$ cat src/rtl/fsk_rx_sequencer.sv
`timescale 1ns/1ps
`default_nettype none
// ============================================================================
// Module   : fsk_rx_sequencer
// Purpose  : Decides FSK bits by counting rising edges per fixed-length bit
//            window, hunts for a sync word, then assembles Hamming(7,4)
//            frames and hands them downstream with a valid/ready handshake.
// Revision : 1.0 - initial release
// ============================================================================
module fsk_rx_sequencer #(
    parameter int         BIT_CYCLES     = 33,
    parameter int         EDGE_THRESH    = 8,
    parameter logic [7:0] SYNC_WORD      = 8'hA5,
    parameter int         FRAMES_PER_PKT = 4
) (
    input  logic       clock,
    input  logic       reset,
    input  logic       io_enable,
    input  logic       io_input,
    input  logic       io_frame_ready,
    input  logic       io_clear_ovf,
    output logic       io_frame_valid,
    output logic [6:0] io_frame_bits,
    output logic       io_frame_last,
    output logic       io_overflow,
    output logic       io_locked,
    output logic [1:0] io_state
);

    localparam int WIN_W = (BIT_CYCLES > 1) ? $clog2(BIT_CYCLES) : 1;
    localparam int FRM_W = (FRAMES_PER_PKT > 1) ? $clog2(FRAMES_PER_PKT) : 1;
    localparam logic [WIN_W-1:0] WIN_LAST = WIN_W'(BIT_CYCLES - 1);
    localparam logic [WIN_W-1:0] WIN_ONE  = WIN_W'(1);
    localparam logic [FRM_W-1:0] FRM_LAST = FRM_W'(FRAMES_PER_PKT - 1);
    localparam logic [FRM_W-1:0] FRM_ONE  = FRM_W'(1);
    localparam logic [9:0]       THRESH   = 10'(EDGE_THRESH);

    typedef enum logic [1:0] {
        ST_IDLE = 2'd0,
        ST_HUNT = 2'd1,
        ST_RECV = 2'd2
    } state_t;

    state_t           state_q, state_d;
    logic             prev_q;
    logic [WIN_W-1:0] win_q, win_d;
    logic [8:0]       edge_q, edge_d;
    logic [7:0]       sync_q, sync_d;
    // Only the six earlier bits of a frame need storing; the seventh is the
    // bit being decided in the completing cycle.
    logic [5:0]       shift_q, shift_d;
    logic [2:0]       bitcnt_q, bitcnt_d;
    logic [FRM_W-1:0] frmcnt_q, frmcnt_d;
    logic             valid_q, valid_d;
    logic [6:0]       bits_q, bits_d;
    logic             last_q, last_d;
    logic             ovf_q, ovf_d;

    logic       rise;
    logic       running;
    logic       win_end;
    logic [8:0] edge_inc;
    logic       bit_dec;
    logic [7:0] sync_next;
    logic [6:0] frame_word;
    logic       frame_last;
    logic       frame_done;

    assign rise       = io_input & ~prev_q;
    assign running    = io_enable && (state_q != ST_IDLE);
    assign win_end    = running && (win_q == WIN_LAST);
    // Saturating count that already includes an edge landing on this cycle
    assign edge_inc   = (rise && (edge_q != 9'h1FF)) ? (edge_q + 9'd1) : edge_q;
    assign bit_dec    = ({1'b0, edge_inc} >= THRESH);
    assign sync_next  = {sync_q[6:0], bit_dec};
    assign frame_word = {shift_q, bit_dec};
    assign frame_last = (frmcnt_q == FRM_LAST);

    // Next-state: window timing, sequencing and output handshake
    always_comb begin
        state_d    = state_q;
        win_d      = win_q;
        edge_d     = edge_q;
        sync_d     = sync_q;
        shift_d    = shift_q;
        bitcnt_d   = bitcnt_q;
        frmcnt_d   = frmcnt_q;
        valid_d    = valid_q;
        bits_d     = bits_q;
        last_d     = last_q;
        ovf_d      = ovf_q;
        frame_done = 1'b0;

        if (running) begin
            win_d  = win_end ? '0 : (win_q + WIN_ONE);
            edge_d = win_end ? 9'd0 : edge_inc;
        end

        if (!io_enable) begin
            state_d  = ST_IDLE;
            win_d    = '0;
            edge_d   = 9'd0;
            sync_d   = 8'd0;
            shift_d  = 6'd0;
            bitcnt_d = 3'd0;
            frmcnt_d = '0;
        end else begin
            case (state_q)
                ST_IDLE: begin
                    state_d = ST_HUNT;
                    sync_d  = 8'd0;
                end
                ST_HUNT: begin
                    if (win_end) begin
                        sync_d = sync_next;
                        if (sync_next == SYNC_WORD) begin
                            state_d  = ST_RECV;
                            bitcnt_d = 3'd0;
                            frmcnt_d = '0;
                            shift_d  = 6'd0;
                        end
                    end
                end
                ST_RECV: begin
                    if (win_end) begin
                        shift_d = frame_word[5:0];
                        if (bitcnt_q == 3'd6) begin
                            frame_done = 1'b1;
                            bitcnt_d   = 3'd0;
                            if (frame_last) begin
                                frmcnt_d = '0;
                                state_d  = ST_HUNT;
                                sync_d   = 8'd0;
                            end else begin
                                frmcnt_d = frmcnt_q + FRM_ONE;
                            end
                        end else begin
                            bitcnt_d = bitcnt_q + 3'd1;
                        end
                    end
                end
                default: state_d = ST_IDLE;
            endcase
        end

        // A held frame is never overwritten unless it is accepted this cycle
        if (frame_done && (!valid_q || io_frame_ready)) begin
            valid_d = 1'b1;
            bits_d  = frame_word;
            last_d  = frame_last;
        end else if (valid_q && io_frame_ready) begin
            valid_d = 1'b0;
        end

        // Setting the flag wins over a simultaneous clear
        if (frame_done && valid_q && !io_frame_ready) begin
            ovf_d = 1'b1;
        end else if (io_clear_ovf) begin
            ovf_d = 1'b0;
        end
    end

    // State register with asynchronous clear
    always_ff @(posedge clock or posedge reset) begin
        if (reset) begin
            state_q  <= ST_IDLE;
            prev_q   <= 1'b0;
            win_q    <= '0;
            edge_q   <= 9'd0;
            sync_q   <= 8'd0;
            shift_q  <= 6'd0;
            bitcnt_q <= 3'd0;
            frmcnt_q <= '0;
            valid_q  <= 1'b0;
            bits_q   <= 7'd0;
            last_q   <= 1'b0;
            ovf_q    <= 1'b0;
        end else begin
            state_q  <= state_d;
            prev_q   <= io_input;
            win_q    <= win_d;
            edge_q   <= edge_d;
            sync_q   <= sync_d;
            shift_q  <= shift_d;
            bitcnt_q <= bitcnt_d;
            frmcnt_q <= frmcnt_d;
            valid_q  <= valid_d;
            bits_q   <= bits_d;
            last_q   <= last_d;
            ovf_q    <= ovf_d;
        end
    end

    assign io_frame_valid = valid_q;
    assign io_frame_bits  = bits_q;
    assign io_frame_last  = last_q;
    assign io_overflow    = ovf_q;
    assign io_locked      = (state_q == ST_RECV);
    assign io_state       = state_q;

endmodule
`default_nettype wire

$ cat config.mk
export PLATFORM = sky130hd
export DESIGN_NAME = fsk_rx_sequencer
export DESIGN_NICKNAME = d
export VERILOG_FILES = /design/src/rtl/fsk_rx_sequencer.sv
export SDC_FILE = /design/constraint.sdc
export NUM_CORES = 1
export LEC_CHECK = 0
export CAP_MARGIN = 25
export CORE_ASPECT_RATIO = 1.4
export CORE_MARGIN = 2
export CORE_UTILIZATION = 65
export CTS_BUF_LIST = sky130_fd_sc_hd__clkbuf_8
export DETAILED_ROUTE_END_ITERATION = 6
export DONT_BUFFER_PORTS = 1
export MAX_ROUTING_LAYER = met4
export PLACE_DENSITY = 0.77
export SLEW_MARGIN = 20
export SYNTH_ARGS = -nofsm -noshare
export SYNTH_HDL_FRONTEND = slang
export SYNTH_SLANG_ARGS = --single-unit
export TNS_END_PERCENT = 10
$ cat constraint.sdc
create_clock -name clock -period 8.82 [get_ports clock]
set_input_delay 2.205 -clock clock [delete_from_list [all_inputs] [get_ports clock]]
set_output_delay 2.205 -clock clock [all_outputs]
set_load 0.05 [all_outputs]
==> metrics.log <==
[metrics] Sequential Power Share: 61.0%
[metrics] post-synthesis async set-or-reset flop share: 100.0%
[metrics] Internal Pwr Total: 0.0002707 W
[metrics] ranking of synthesized cells by area: sky130_fd_sc_hd__dfrtp_1 50%, sky130_fd_sc_hd__nand2_1 3.6%, sky130_fd_sc_hd__a22o_1 3.4%, sky130_fd_sc_hd__mux2_2 3.4%, sky130_fd_sc_hd__ha_1 2.7%
[metrics] number of I/O port buffers: 0
[metrics] endpoint required time on the critical path: 6.62 ns
[metrics] cell breakdown of the critical path: nor2b_1
[metrics] number of buffers inserted by hold repair at cts: 0
[metrics] Detail Placement HPWL: 3323 um
[metrics] buffer cell driving the clock tree root: sky130_fd_sc_hd__clkbuf_8
[metrics] share of the cycle needed by the critical path after routing: 47.71%
[metrics] sort of element at the start of the critical path: register
[metrics] global-route wire length before repair: 7438 um
[metrics] number of instances in the synthesized netlist: 216
[metrics] largest net degree at the start of global routing: 47
[metrics] net switching power of the design: 0.00008256 W
[metrics] Slew Viols, Final: 0
[metrics] ranking of synthesized cells by instance count: 46 x sky130_fd_sc_hd__dfrtp_1, 22 x sky130_fd_sc_hd__nand2_1, 15 x sky130_fd_sc_hd__nor2_1, 12 x sky130_fd_sc_hd__o21ai_0, 10 x sky130_fd_sc_hd__nand3_1
[metrics] most used flip-flop cell after synthesis: sky130_fd_sc_hd__dfrtp_1
[metrics] critical-path maximum fanout: 8
[metrics] sum of routed wire length over all layers: 4527 um
[metrics] area of the core region: 3378 um2
[metrics] number of distinct standard cells referenced by the synthesized netlist: 55
[metrics] Num Clock Sinks: 46
[metrics] DRC errors left: 0
[metrics] gr usage total: 26.58%
[metrics] net count reported at finish: 229
[metrics] signed area change from the synthesized netlist to the final layout: 4.343%
[metrics] IR Drop Worst-Case VDD: 0.1288 mV
[metrics] count of final hold-check violations: 0
[metrics] crit path kind: reg -> out
[metrics] leakage power total: 1.098 nW
[metrics] proportion of netlist area held by the largest area contributor: 49.95%
[metrics] highest achievable clock rate: 237.7 MHz
[metrics] # diodes: 0
[metrics] antenna violation net count after detailed routing: 0
[metrics] average cell area after synthesis: 10.67 um2
[metrics] Synth Net Count: 227
[metrics] clk_lat worst skew: 0.30 ns
[metrics] count leader, synth: sky130_fd_sc_hd__dfrtp_1
[metrics] Die X-Extent: 54.33 um
[metrics] transition time at the pin with the least slew margin: 1.084 ns
[metrics] total via count in the routed design: 1692
[metrics] arrival time at the worst endpoint: 2.00 ns
[metrics] cell taking the most area after synthesis: sky130_fd_sc_hd__dfrtp_1
[metrics] total of flip-flops plus latches after synthesis: 46
[metrics] number of max-cap violations: 0
[metrics] nature of the critical path endpoint: primary output
[metrics] starting density of the core: 68.22%
[metrics] Setup violations, final: 0
[metrics] DR WL/cell: 17.55 um
[metrics] GPL Wtd Cong: 0.8965
[metrics] setup repair after global routing missed its margin: no
[metrics] proportion of total power due to net switching: 23.37%
[metrics] class of the most critical hold timing path: reg -> reg
[metrics] PostCTS Resize Cnt: 0
[metrics] count of buffers added by post-CTS timing repair for setup: 0
[metrics] clock transition at the register clock pins on the worst setup and hold paths after CTS: 0.08 ns
[metrics] final core utilization: 71.19%
[metrics] Crit-path slowest cell: sky130_fd_sc_hd__nor2b_1
[metrics] Clock Tree Buf Depth: 2
[metrics] First DRT Iteration DRCs: 59
[metrics] Largest delay share family, worst path: simple AND/OR/NAND/NOR gates
[metrics] total standard cell area after synthesis: 2305 um2
[metrics] total chip power: 0.0003533 W
[metrics] share of power burned in the clock network: 33.8%
[metrics] clock tree skew after final layout: 0.006947 ns
[metrics] die outline height: 74.46 um
[metrics] final global-route overflow total: 0
[metrics] number of cell rows: 25
[metrics] Buffers & Inverters on Critical Path: 0
[metrics] H-tree lvl count: 2
[metrics] relative max-transition margin: 27.60%
[metrics] TNS Setup: 0 ns
[metrics] Power Density: 146.9 nW/um2
[metrics] number of flops mapped to enable cells by yosys: 0
[metrics] Inserted Clock Buffers: 5
[metrics] iteration count of the initial detailed-routing pass: 4
[metrics] combinational group share of total power: 5.1%
[metrics] share of layout cells above drive strength 1: 13.76%
[metrics] TritonCTS clock tree: done
[metrics] maximum single-stage delay on the critical path: 0.93 ns
[metrics] result of the run: finished clean
[metrics] number of warnings issued by yosys: 0
[metrics] minimum clock period: 4.208 ns
[metrics] initial antenna violation count: 0
[metrics] routed via count divided by cell count: 6.558
[metrics] area of the die: 4045 um2
[metrics] number of global-route vias before repair: 1640
[metrics] portion of the post-synthesis area used by sequential elements: 49.95%
[metrics] ports placed on the boundary: 19
[worst reg2reg max path, stage by stage (launching register included)]
cell and delay [ns]:
sky130_fd_sc_hd__dfrtp_1 0.77, sky130_fd_sc_hd__nor2b_1 0.94, sky130_fd_sc_hd__nand2_1 0.31, sky130_fd_sc_hd__nor2_1 0.57, sky130_fd_sc_hd__and3_1 0.50, sky130_fd_sc_hd__mux2_2 0.38
[final timing paths]
kind                             start                to  slack (ns)  depth (start not counted)
max                        io_state[1]         io_locked        4.61                          1
min                         shift_q[5]        shift_q[5]        0.51                          1
max reg2reg                io_state[1]  io_frame_bits[2]        5.25                          5
min reg2reg                 shift_q[5]        shift_q[5]        0.51                          1
max in group asynchronous        reset         edge_q[6]        6.51                          2
min in group asynchronous        reset         sync_q[3]        1.94                          2
[cell type report]
class | count | area, um2
clock buffer | 5 | 68.82
clock inverter | 2 | 10.01
fill | 242 | 973.4
inverter | 6 | 22.52
multi-input combinational | 158 | 1095
sequential | 46 | 1151
tap | 40 | 50.05
timing repair buffer | 1 | 7.507
[metal layers]
layer	up-vias	global-route usage, %	routed length (um)
li1	795	-	-
met1	826	30.27	1793
met2	59	42.97	2367
met3	12	6.426	255
met4	0	12.78	110
met5	-	-	0
[state kept, by name (all words and copies together) (netlist names)]
signal          flops
edge_q              9
io_frame_bits       7
sync_q              7
shift_q             6
win_q               6
bitcnt_q            3
frmcnt_q            2
io_state            2
io_frame_last       1
io_frame_valid      1
io_overflow         1
prev_q              1
[through the flow]
step | worst slack, ns | instances | hold slack (ns) | area [um2]
after global placement | 4.769 | 251 | 0.4837 | 2326
after CTS | 4.608 | 258 | 0.5110 | 2405
after global routing | 4.541 | 258 | 0.5435 | 2405
after detailed placement | 4.733 | 251 | 0.4929 | 2326
after floorplan | 4.843 | 216 | 0.4652 | 2305
final | 4.612 | 258 | 0.5109 | 2405
[power groups by stage]
stage,sequential [W],clock (W),combinational (W)
after floorplan,0.000219,0,0.0000154
after global placement,0.000220,0,0.0000172
after detailed placement,0.000220,0,0.0000186
after CTS,0.000216,0.000122,0.0000186
after global routing,0.000216,0.000132,0.0000213
final,0.000216,0.000119,0.0000182
[logic make-up after synthesis]
kind of cell,after synthesis,synth area share (%)
compound gates,58,20.47
xor+xnor,7,2.660
fa+ha+maj,5,2.714
buf+inv,12,2.552
flops,46,49.95
mux,7,3.420
simple gates,81,18.24
[cell usage in the layout (no fill, tap or decap), types with 2 or more instances in the layout]
cell and count:
sky130_fd_sc_hd__xor2_1 4, sky130_fd_sc_hd__a31oi_1 3, sky130_fd_sc_hd__ha_1 5, sky130_fd_sc_hd__nand3_1 10, sky130_fd_sc_hd__xnor2_1 3, sky130_fd_sc_hd__a22o_2 5
sky130_fd_sc_hd__nor2_1 15, sky130_fd_sc_hd__clkbuf_8 5, sky130_fd_sc_hd__mux2_2 7, sky130_fd_sc_hd__a21o_1 2, sky130_fd_sc_hd__nor2b_1 6, sky130_fd_sc_hd__o2bb2ai_1 2
sky130_fd_sc_hd__nand4_1 2, sky130_fd_sc_hd__and2_1 4, sky130_fd_sc_hd__dfrtp_1 46, sky130_fd_sc_hd__inv_1 5, sky130_fd_sc_hd__nor3b_1 2, sky130_fd_sc_hd__a21oi_1 6
sky130_fd_sc_hd__a22o_1 9, sky130_fd_sc_hd__clkinv_2 2, sky130_fd_sc_hd__o22ai_1 2, sky130_fd_sc_hd__o21ai_0 12, sky130_fd_sc_hd__and3_1 6, sky130_fd_sc_hd__nand2_1 22
sky130_fd_sc_hd__nor3_1 2, sky130_fd_sc_hd__nand2b_1 2
Power figures use the tool's default switching activity.
